<file path="src/rtl/xosera_bus_host_pkg.sv">
// -----------------------------------------------------------------------------
// xv : shared Xosera bus definitions
//
// Purpose
//   Constants and types shared by the Xosera bus host and its helpers:
//   bus polarity constants, the host FSM state type, the latched request
//   record and a small elaboration-time helper.
//
// Contents
//   CS_ENABLED / CS_DISABLED  chip-select pin levels
//   RnW_READ / RnW_WRITE      rd_nwr pin levels
//   host_state_t              IDLE / SETUP / STROBE / HOLD
//   host_req_t                request fields held for a whole transaction
//   max3()                    largest of three phase lengths
// -----------------------------------------------------------------------------
package xv;

    localparam logic CS_ENABLED  = 1'b0;
    localparam logic CS_DISABLED = 1'b1;
    localparam logic RnW_READ    = 1'b1;
    localparam logic RnW_WRITE   = 1'b0;

    typedef enum logic [1:0] {
        IDLE   = 2'd0,
        SETUP  = 2'd1,
        STROBE = 2'd2,
        HOLD   = 2'd3
    } host_state_t;

    // 'byte' is a keyword, so the single-byte flag is called byte_mode
    typedef struct packed {
        logic        write;
        logic        byte_mode;
        logic        bytesel;
        logic [3:0]  reg_num;
        logic [15:0] wdata;
    } host_req_t;

    function automatic int max3(input int a, input int b, input int c);
        int m;
        m = a;
        if (b > m) m = b;
        if (c > m) m = c;
        return m;
    endfunction

endpackage

</file>
<file path="src/rtl/xosera_bus_host_sync2.sv">
// -----------------------------------------------------------------------------
// xosera_sync2 : two-flop synchronizer with asynchronous active-low reset
//
// Purpose
//   Brings a single asynchronous level into the clk domain. Both flops
//   reset to RESET_VAL so an inactive level is presented during reset.
//
// Ports
//   clk      in   destination clock
//   reset_n  in   asynchronous active-low reset
//   d        in   asynchronous input level
//   q        out  synchronized level, two clocks of latency
// -----------------------------------------------------------------------------
module xosera_sync2 #(
    parameter logic RESET_VAL = 1'b0
) (
    input  logic clk,
    input  logic reset_n,
    input  logic d,
    output logic q
);

    logic meta;

    // First flop may go metastable; second flop gives it a full clock to settle
    always_ff @(posedge clk or negedge reset_n) begin
        if (!reset_n) begin
            meta <= RESET_VAL;
            q    <= RESET_VAL;
        end else begin
            meta <= d;
            q    <= meta;
        end
    end

endmodule

</file>
<file path="src/rtl/xosera_bus_host.sv">
// -----------------------------------------------------------------------------
// xosera_bus_host : bus initiator for the Xosera 8-bit register bus
//
// Purpose
//   Turns 16-bit register read/write requests into one (byte mode) or two
//   (word mode) byte cycles on the Xosera pins. Word transfers go even/high
//   byte first (bytesel=0), then odd/low byte (bytesel=1). Every byte cycle
//   is SETUP_CYCLES clocks of stable fields with cs_n high, STROBE_CYCLES
//   clocks with cs_n low, then HOLD_CYCLES clocks with cs_n high.
//
// Parameters
//   SETUP_CYCLES   clocks of setup before strobe (>=1)
//   STROBE_CYCLES  clocks cs_n is held low     (>=1)
//   HOLD_CYCLES    clocks of hold after strobe  (>=1)
//
// Ports
//   clk, reset_n_i             clock, asynchronous active-low reset
//   req_valid_i / req_ready_o  request handshake (ready only in IDLE)
//   req_write_i, req_byte_i, req_bytesel_i, req_reg_num_i, req_wdata_i
//                              request fields
//   rsp_valid_o                one-clock completion pulse
//   rsp_rdata_o                last read data, held until the next read ends
//   bus_cs_n_o, bus_rd_nwr_o, bus_bytesel_o, bus_reg_num_o,
//   bus_data_o, bus_data_oe_o, bus_data_i
//                              Xosera pin interface
//   bus_irq_n_i / irq_o        target interrupt in, pending interrupt out
//
// Configuration
//   XOSERA_BUS_HOST_IRQ_SYNC_EN  when defined, bus_irq_n_i is passed through
//                                a two-flop synchronizer; otherwise irq_o is
//                                a combinational inversion of bus_irq_n_i.
// -----------------------------------------------------------------------------
module xosera_bus_host
    import xv::*;
#(
    parameter int SETUP_CYCLES  = 2,
    parameter int STROBE_CYCLES = 4,
    parameter int HOLD_CYCLES   = 2
) (
    input  logic        clk,
    input  logic        reset_n_i,

    input  logic        req_valid_i,
    output logic        req_ready_o,
    input  logic        req_write_i,
    input  logic        req_byte_i,
    input  logic        req_bytesel_i,
    input  logic [3:0]  req_reg_num_i,
    input  logic [15:0] req_wdata_i,

    output logic        rsp_valid_o,
    output logic [15:0] rsp_rdata_o,

    output logic        bus_cs_n_o,
    output logic        bus_rd_nwr_o,
    output logic        bus_bytesel_o,
    output logic [3:0]  bus_reg_num_o,
    output logic [7:0]  bus_data_o,
    output logic        bus_data_oe_o,
    input  logic [7:0]  bus_data_i,

    input  logic        bus_irq_n_i,
    output logic        irq_o
);

    localparam int MAX_CYCLES = max3(SETUP_CYCLES, STROBE_CYCLES, HOLD_CYCLES);
    localparam int CNT_W      = $clog2(MAX_CYCLES + 1);

    localparam logic [CNT_W-1:0] SETUP_LOAD  = CNT_W'(SETUP_CYCLES - 1);
    localparam logic [CNT_W-1:0] STROBE_LOAD = CNT_W'(STROBE_CYCLES - 1);
    localparam logic [CNT_W-1:0] HOLD_LOAD   = CNT_W'(HOLD_CYCLES - 1);

    host_state_t      state,      state_next;
    logic [CNT_W-1:0] cnt,        cnt_next;
    logic             byte_idx,   byte_idx_next;
    host_req_t        req,        req_next;
    logic [15:0]      rbuf,       rbuf_next;
    logic             rsp_valid,  rsp_valid_next;
    logic [15:0]      rsp_rdata,  rsp_rdata_next;

    // State register. Reset drops any transaction in flight; because every
    // pin output is derived from these flops, the pins return to their idle
    // levels as soon as reset_n_i falls.
    always_ff @(posedge clk or negedge reset_n_i) begin
        if (!reset_n_i) begin
            state     <= IDLE;
            cnt       <= '0;
            byte_idx  <= 1'b0;
            req       <= '0;
            rbuf      <= '0;
            rsp_valid <= 1'b0;
            rsp_rdata <= '0;
        end else begin
            state     <= state_next;
            cnt       <= cnt_next;
            byte_idx  <= byte_idx_next;
            req       <= req_next;
            rbuf      <= rbuf_next;
            rsp_valid <= rsp_valid_next;
            rsp_rdata <= rsp_rdata_next;
        end
    end

    // Next-state logic. One shared down-counter times every phase: it is
    // loaded with (phase length - 1) when a phase is entered and the phase
    // ends on the clock where it reads zero.
    always_comb begin
        state_next     = state;
        cnt_next       = cnt;
        byte_idx_next  = byte_idx;
        req_next       = req;
        rbuf_next      = rbuf;
        rsp_valid_next = 1'b0;
        rsp_rdata_next = rsp_rdata;

        unique case (state)
            IDLE: begin
                if (req_valid_i) begin
                    req_next.write     = req_write_i;
                    req_next.byte_mode = req_byte_i;
                    req_next.bytesel   = req_bytesel_i;
                    req_next.reg_num   = req_reg_num_i;
                    req_next.wdata     = req_wdata_i;
                    byte_idx_next      = 1'b0;
                    cnt_next           = SETUP_LOAD;
                    state_next         = SETUP;
                end
            end

            SETUP: begin
                if (cnt == '0) begin
                    cnt_next   = STROBE_LOAD;
                    state_next = STROBE;
                end else begin
                    cnt_next = cnt - CNT_W'(1);
                end
            end

            STROBE: begin
                if (cnt == '0) begin
                    // Read data is sampled on the edge that ends the strobe
                    if (!req.write) begin
                        if (req.byte_mode) begin
                            rbuf_next = {8'h00, bus_data_i};
                        end else if (!byte_idx) begin
                            rbuf_next[15:8] = bus_data_i;
                        end else begin
                            rbuf_next[7:0] = bus_data_i;
                        end
                    end
                    cnt_next   = HOLD_LOAD;
                    state_next = HOLD;
                end else begin
                    cnt_next = cnt - CNT_W'(1);
                end
            end

            HOLD: begin
                if (cnt == '0) begin
                    if (!req.byte_mode && !byte_idx) begin
                        byte_idx_next = 1'b1;
                        cnt_next      = SETUP_LOAD;
                        state_next    = SETUP;
                    end else begin
                        rsp_valid_next = 1'b1;
                        if (!req.write) begin
                            rsp_rdata_next = rbuf;
                        end
                        state_next = IDLE;
                    end
                end else begin
                    cnt_next = cnt - CNT_W'(1);
                end
            end

            default: begin
                state_next = IDLE;
            end
        endcase
    end

    // Pin fields come straight from the latched request, so they stay put
    // through setup, strobe and hold; only byte_idx moves them between the
    // two halves of a word.
    assign req_ready_o   = (state == IDLE);
    assign bus_cs_n_o    = (state == STROBE) ? CS_ENABLED : CS_DISABLED;
    assign bus_rd_nwr_o  = req.write ? RnW_WRITE : RnW_READ;
    assign bus_bytesel_o = req.byte_mode ? req.bytesel : byte_idx;
    assign bus_reg_num_o = req.reg_num;
    assign bus_data_o    = (req.byte_mode || byte_idx) ? req.wdata[7:0] : req.wdata[15:8];
    assign bus_data_oe_o = (state != IDLE) && req.write;

    assign rsp_valid_o = rsp_valid;
    assign rsp_rdata_o = rsp_rdata;

`ifdef XOSERA_BUS_HOST_IRQ_SYNC_EN
    logic irq_n_sync;

    xosera_sync2 #(
        .RESET_VAL(1'b1)
    ) u_irq_sync (
        .clk     (clk),
        .reset_n (reset_n_i),
        .d       (bus_irq_n_i),
        .q       (irq_n_sync)
    );

    assign irq_o = ~irq_n_sync;
`else
    assign irq_o = ~bus_irq_n_i;
`endif

endmodule

</file>
<file path="config.mk">
export PLATFORM = sky130hd
export DESIGN_NAME = xosera_bus_host
export DESIGN_NICKNAME = d
export VERILOG_FILES = /design/src/rtl/xosera_bus_host_pkg.sv /design/src/rtl/xosera_bus_host_sync2.sv /design/src/rtl/xosera_bus_host.sv
export SDC_FILE = /design/constraint.sdc
export NUM_CORES = 1
export LEC_CHECK = 0
export CORE_MARGIN = 4
export CORE_UTILIZATION = 49
export CTS_BUF_LIST = sky130_fd_sc_hd__clkbuf_16
export CTS_CLUSTER_DIAMETER = 120
export CTS_CLUSTER_SIZE = 20
export DETAILED_ROUTE_END_ITERATION = 7
export GPL_TIMING_DRIVEN = 0
export PLACE_DENSITY = 0.8
export SLEW_MARGIN = 0
export SYNTH_ARGS = -nofsm -noshare
export SYNTH_HDL_FRONTEND = slang
export SYNTH_SLANG_ARGS = --single-unit
</file>
<file path="constraint.sdc">
create_clock -name clk -period 2.37 [get_ports clk]
set_input_delay 0.237 -clock clk [delete_from_list [all_inputs] [get_ports clk]]
set_output_delay 0.237 -clock clk [all_outputs]
set_load 0.005 [all_outputs]
</file>
==> impl_results.rst <==
.. list-table::
   :header-rows: 1

   * - Metric
     - Value
   * - Area enclosed by the die boundary
     - 6895 sq um
   * - Fillers
     - 421
   * - Area after detailed placement
     - 3555 sq um
   * - Sequential area share after synthesis
     - 0.5624
   * - Half-perimeter wire length after placement
     - 3947 um
   * - Root buffer cell
     - sky130_fd_sc_hd__clkbuf_16
   * - Highest attainable clock frequency
     - 449.7 MHz
   * - Diodes inserted
     - 0
   * - Cell count after synthesis
     - 193
   * - Launching element of the worst setup path
     - req[21]
   * - Critical path buffers and inverters
     - 2
   * - Die height
     - 83.04 um
   * - Peak supply drop
     - 0.0008254 V
   * - Post-synthesis to final-layout area growth
     - 38.68%
   * - Worst rel slew slack
     - 0.5834
   * - Combined flip-flop and latch cell area
     - 1551 sq um
   * - Kind of end point of the critical path
     - output port
   * - Total global routing track utilization
     - 0.1662
   * - Max H-tree Level
     - 3
   * - Maximum number of pins on one net before global-route repair
     - 37
   * - Launch point of the worst reg-to-reg path
     - state[1]
   * - Post-route clock skew
     - 0.006779 ns
   * - Setup slack at placement
     - 0.3821 ns
   * - End point of the critical path
     - bus_data_o[4]
   * - Required time at the worst-slack endpoint
     - 2.13 ns
   * - Clock latency on the worst-skew pair
     - 0.32 ns
   * - Count of buffers from port buffering
     - 69
   * - Transition at the pin with the smallest max-transition slack
     - 0.6248 ns
   * - Residual DRC count
     - 0
   * - Arrival time worst endpoint
     - 1.99 ns
   * - Critical Path Start Type
     - flop
   * - Overall overflow remaining after global route
     - 0
   * - Top fanout value on the critical path
     - 10
   * - WS Path Type
     - reg -> out
   * - Post-layout instance area
     - 3826 sq um
   * - Final standard cell utilization of the core
     - 0.6991
   * - Commonest cells after routing, fill and taps aside
     - 68 x sky130_fd_sc_hd__clkdlybuf4s50_1, 65 x sky130_fd_sc_hd__mux2_2, 62 x sky130_fd_sc_hd__dfrtp_1, 10 x sky130_fd_sc_hd__inv_1, 9 x sky130_fd_sc_hd__clkbuf_16
   * - Hold WS
     - 0.4768 ns
   * - Proportion of layout cells with a drive suffix above 1
     - 0.3536
   * - Areal power density over the cells
     - 1372 nW/um^2
   * - Share of the cycle needed by the critical path after routing
     - 0.9382
   * - Unique masters post-synth
     - 33
   * - Result of the run
     - completed
   * - Leak
     - 1.678 nW
   * - Cell Area, Synth
     - 2759 sq um
   * - Standard cell with the maximum stage delay on the critical path
     - sky130_fd_sc_hd__clkdlybuf4s50_1
   * - Initial cell density of the core
     - 0.5041
   * - Detailed router's first-iteration violation count
     - 23
   * - Multi-input logic area
     - 1112 sq um
   * - Post-synthesis register bit count
     - 62
   * - CTS buffer count
     - 9
   * - Core ar.
     - 5473 sq um
   * - Hold Violations, Final
     - 0
   * - RePlAce Congestion
     - 0.8061
   * - Number of endpoints failing setup at the final stage
     - 0
   * - Biggest cell delay along the critical path
     - 0.45 ns
   * - Most common cell after layout, fill and taps aside
     - sky130_fd_sc_hd__clkdlybuf4s50_1
   * - Hold Crit Class
     - in -> async
   * - Ratio of routed vias to standard cells
     - 5.028
   * - Mean instance size in the synthesized netlist
     - 14.29 sq um
   * - Die Span X
     - 83.04 um
   * - Number of sinks handled by clock tree synthesis
     - 62
   * - Bufs on Longest Clock Path
     - 2
   * - Number of rows in the core area
     - 27
   * - Antenna violation net count after detailed routing
     - 0
   * - Worst reg-to-reg setup slack
     - 0.47 ns
   * - Unrepaired setup endpoints after global routing
     - false
   * - TritonCTS clock tree
     - done
   * - Number of top-level design ports
     - 70
   * - First drt pass iteration count
     - 4
   * - Path length in cells of the critical path
     - 4
   * - Worst reg-to-reg path cell count
     - 5
   * - First-pass GRT wire length
     - 9032 um
   * - CP Cell Sequence
     - nor2_2 -> buf_4 -> mux2_2 -> clkdlybuf4s50_1
   * - Post-layout minimum cycle time
     - 2.224 ns
   * - Via count of the first global-routing pass
     - 1881
   * - Final #Nets
     - 316
   * - Clk slew on worst S/H paths
     - 0.05 ns
   * - Post-route worst setup slack
     - 0.1464 ns
   * - Number of antenna violations at the first check in global routing
     - 0
   * - Average wire length per cell after detail routing
     - 15.18 um
   * - Total wire length
     - 5344 um
   * - Post-CTS Repair Setup Buffers
     - 0
   * - Number of max-cap violations
     - 0
   * - Critical register-to-register path endpoint
     - rsp_rdata_o[10]
   * - Synth warn
     - 0
   * - Max Slew Vio Count
     - 0
   * - Via total after detailed routing
     - 1770
   * - Family with the most delay on the worst path
     - buffers and inverters
   * - Post-synth net total
     - 234
==> per-stage QoR <==
step	setup TNS, ns	instances	total power, W
3_5_place_dp	0	335	0.004168
3_3_place_gp	-56.28	334	0.004082
2_1_floorplan	0	193	0.003127
6_report	0	352	0.005249
4_1_cts	0	352	0.005310
5_1_grt	0	352	0.005606
==> timing repair <==
item	CTS	global route
gates resized for setup	0	1
endpoints found under the hold margin	26	0
hold buffers	1	0
setup endpoints to repair	0	8
==> layout make-up <==
type	count	area share
Sequential cell	62	0.4055
Clock buffer	9	0.05886
Inverter	8	0.007848
Timing Repair Buffer	71	0.1871
Clock inverter	7	0.008829
Buffer	10	0.01766
Tap cell	72	0.02354
Multi-Input combinational cell	113	0.2907
==> cells in the mapped netlist (all sizes together) <==
cell type  count  area, sq um
o21ai          5        28.78
nand2          4        17.52
or2b           1        7.510
nor4           1        6.260
o2bb2a         1        10.01
and2b          1        7.510
o31ai          1        7.510
nand3b         2        27.53
a2bb2oi        1        8.760
a21o           1        7.510
buf            9        63.81
a32o           1        10.01
mux2          65        732.0
nor3           2        26.28
o21ba          1        10.01
clkbuf         1        3.750
a211oi         1        7.510
mux2i          1        10.01
dfrtp         62         1551
nand2b         2        12.51
nor2b          8        50.05
and4bb         1        12.51
nor2           4        15.01
ha             6        75.07
inv            8        30.03
or2            2        12.51
a22oi          1        7.510
==> power breakdown <==
part	switching (W)	leakage (nW)	internal, W
clock network	0.000428	0.135	0.000688
registers	0.000284	0.740	0.00159
logic	0.000796	0.803	0.00146
total	0.00151	1.68	0.00374
==> kinds of logic (layout without fill, tap and decap cells) <==
kind of cell | count (synthesis) | in the layout | synth area share
AO/OA/AOI/OAI | 13 | 13 | 0.03538
adder cells (fa/ha/maj) | 6 | 6 | 0.02721
buffers and inverters | 18 | 105 | 0.03537
flip-flops | 62 | 62 | 0.5624
multiplexers | 66 | 66 | 0.2689
AND/OR/NAND/NOR | 28 | 28 | 0.07075
==> sequential cells by signal, summed over array words and instances, names as in the netlist <==
name,cells
bus_reg_num_o,4
byte_idx,1
cnt,3
rbuf,16
req,19
rsp_rdata_o,16
rsp_valid_o,1
state,2
==> per-layer routing <==
metal,global-route usage,vias to the layer above,share of wire
met5,0,-,0
met4,0.07281,0,0.015
met3,0.04563,8,0.045
met2,0.2755,39,0.51
met1,0.2030,880,0.43
li1,-,843,-
==> worst min-delay path by stage <==
stage,from,endpoint,slack [ns],depth (start not counted)
final,reset_n_i,req[10],0.48,2
after global routing,rsp_rdata_o[8],rsp_rdata_o[8],0.51,1
after CTS,reset_n_i,req[10],0.50,2
after detailed placement,reset_n_i,req[10],0.29,1
after global placement,cnt[1],cnt[1],0.48,1
after floorplan,reset_n_i,bus_reg_num_o[0],-0.06,0
Note: power is estimated with default switching activity, not from simulation.
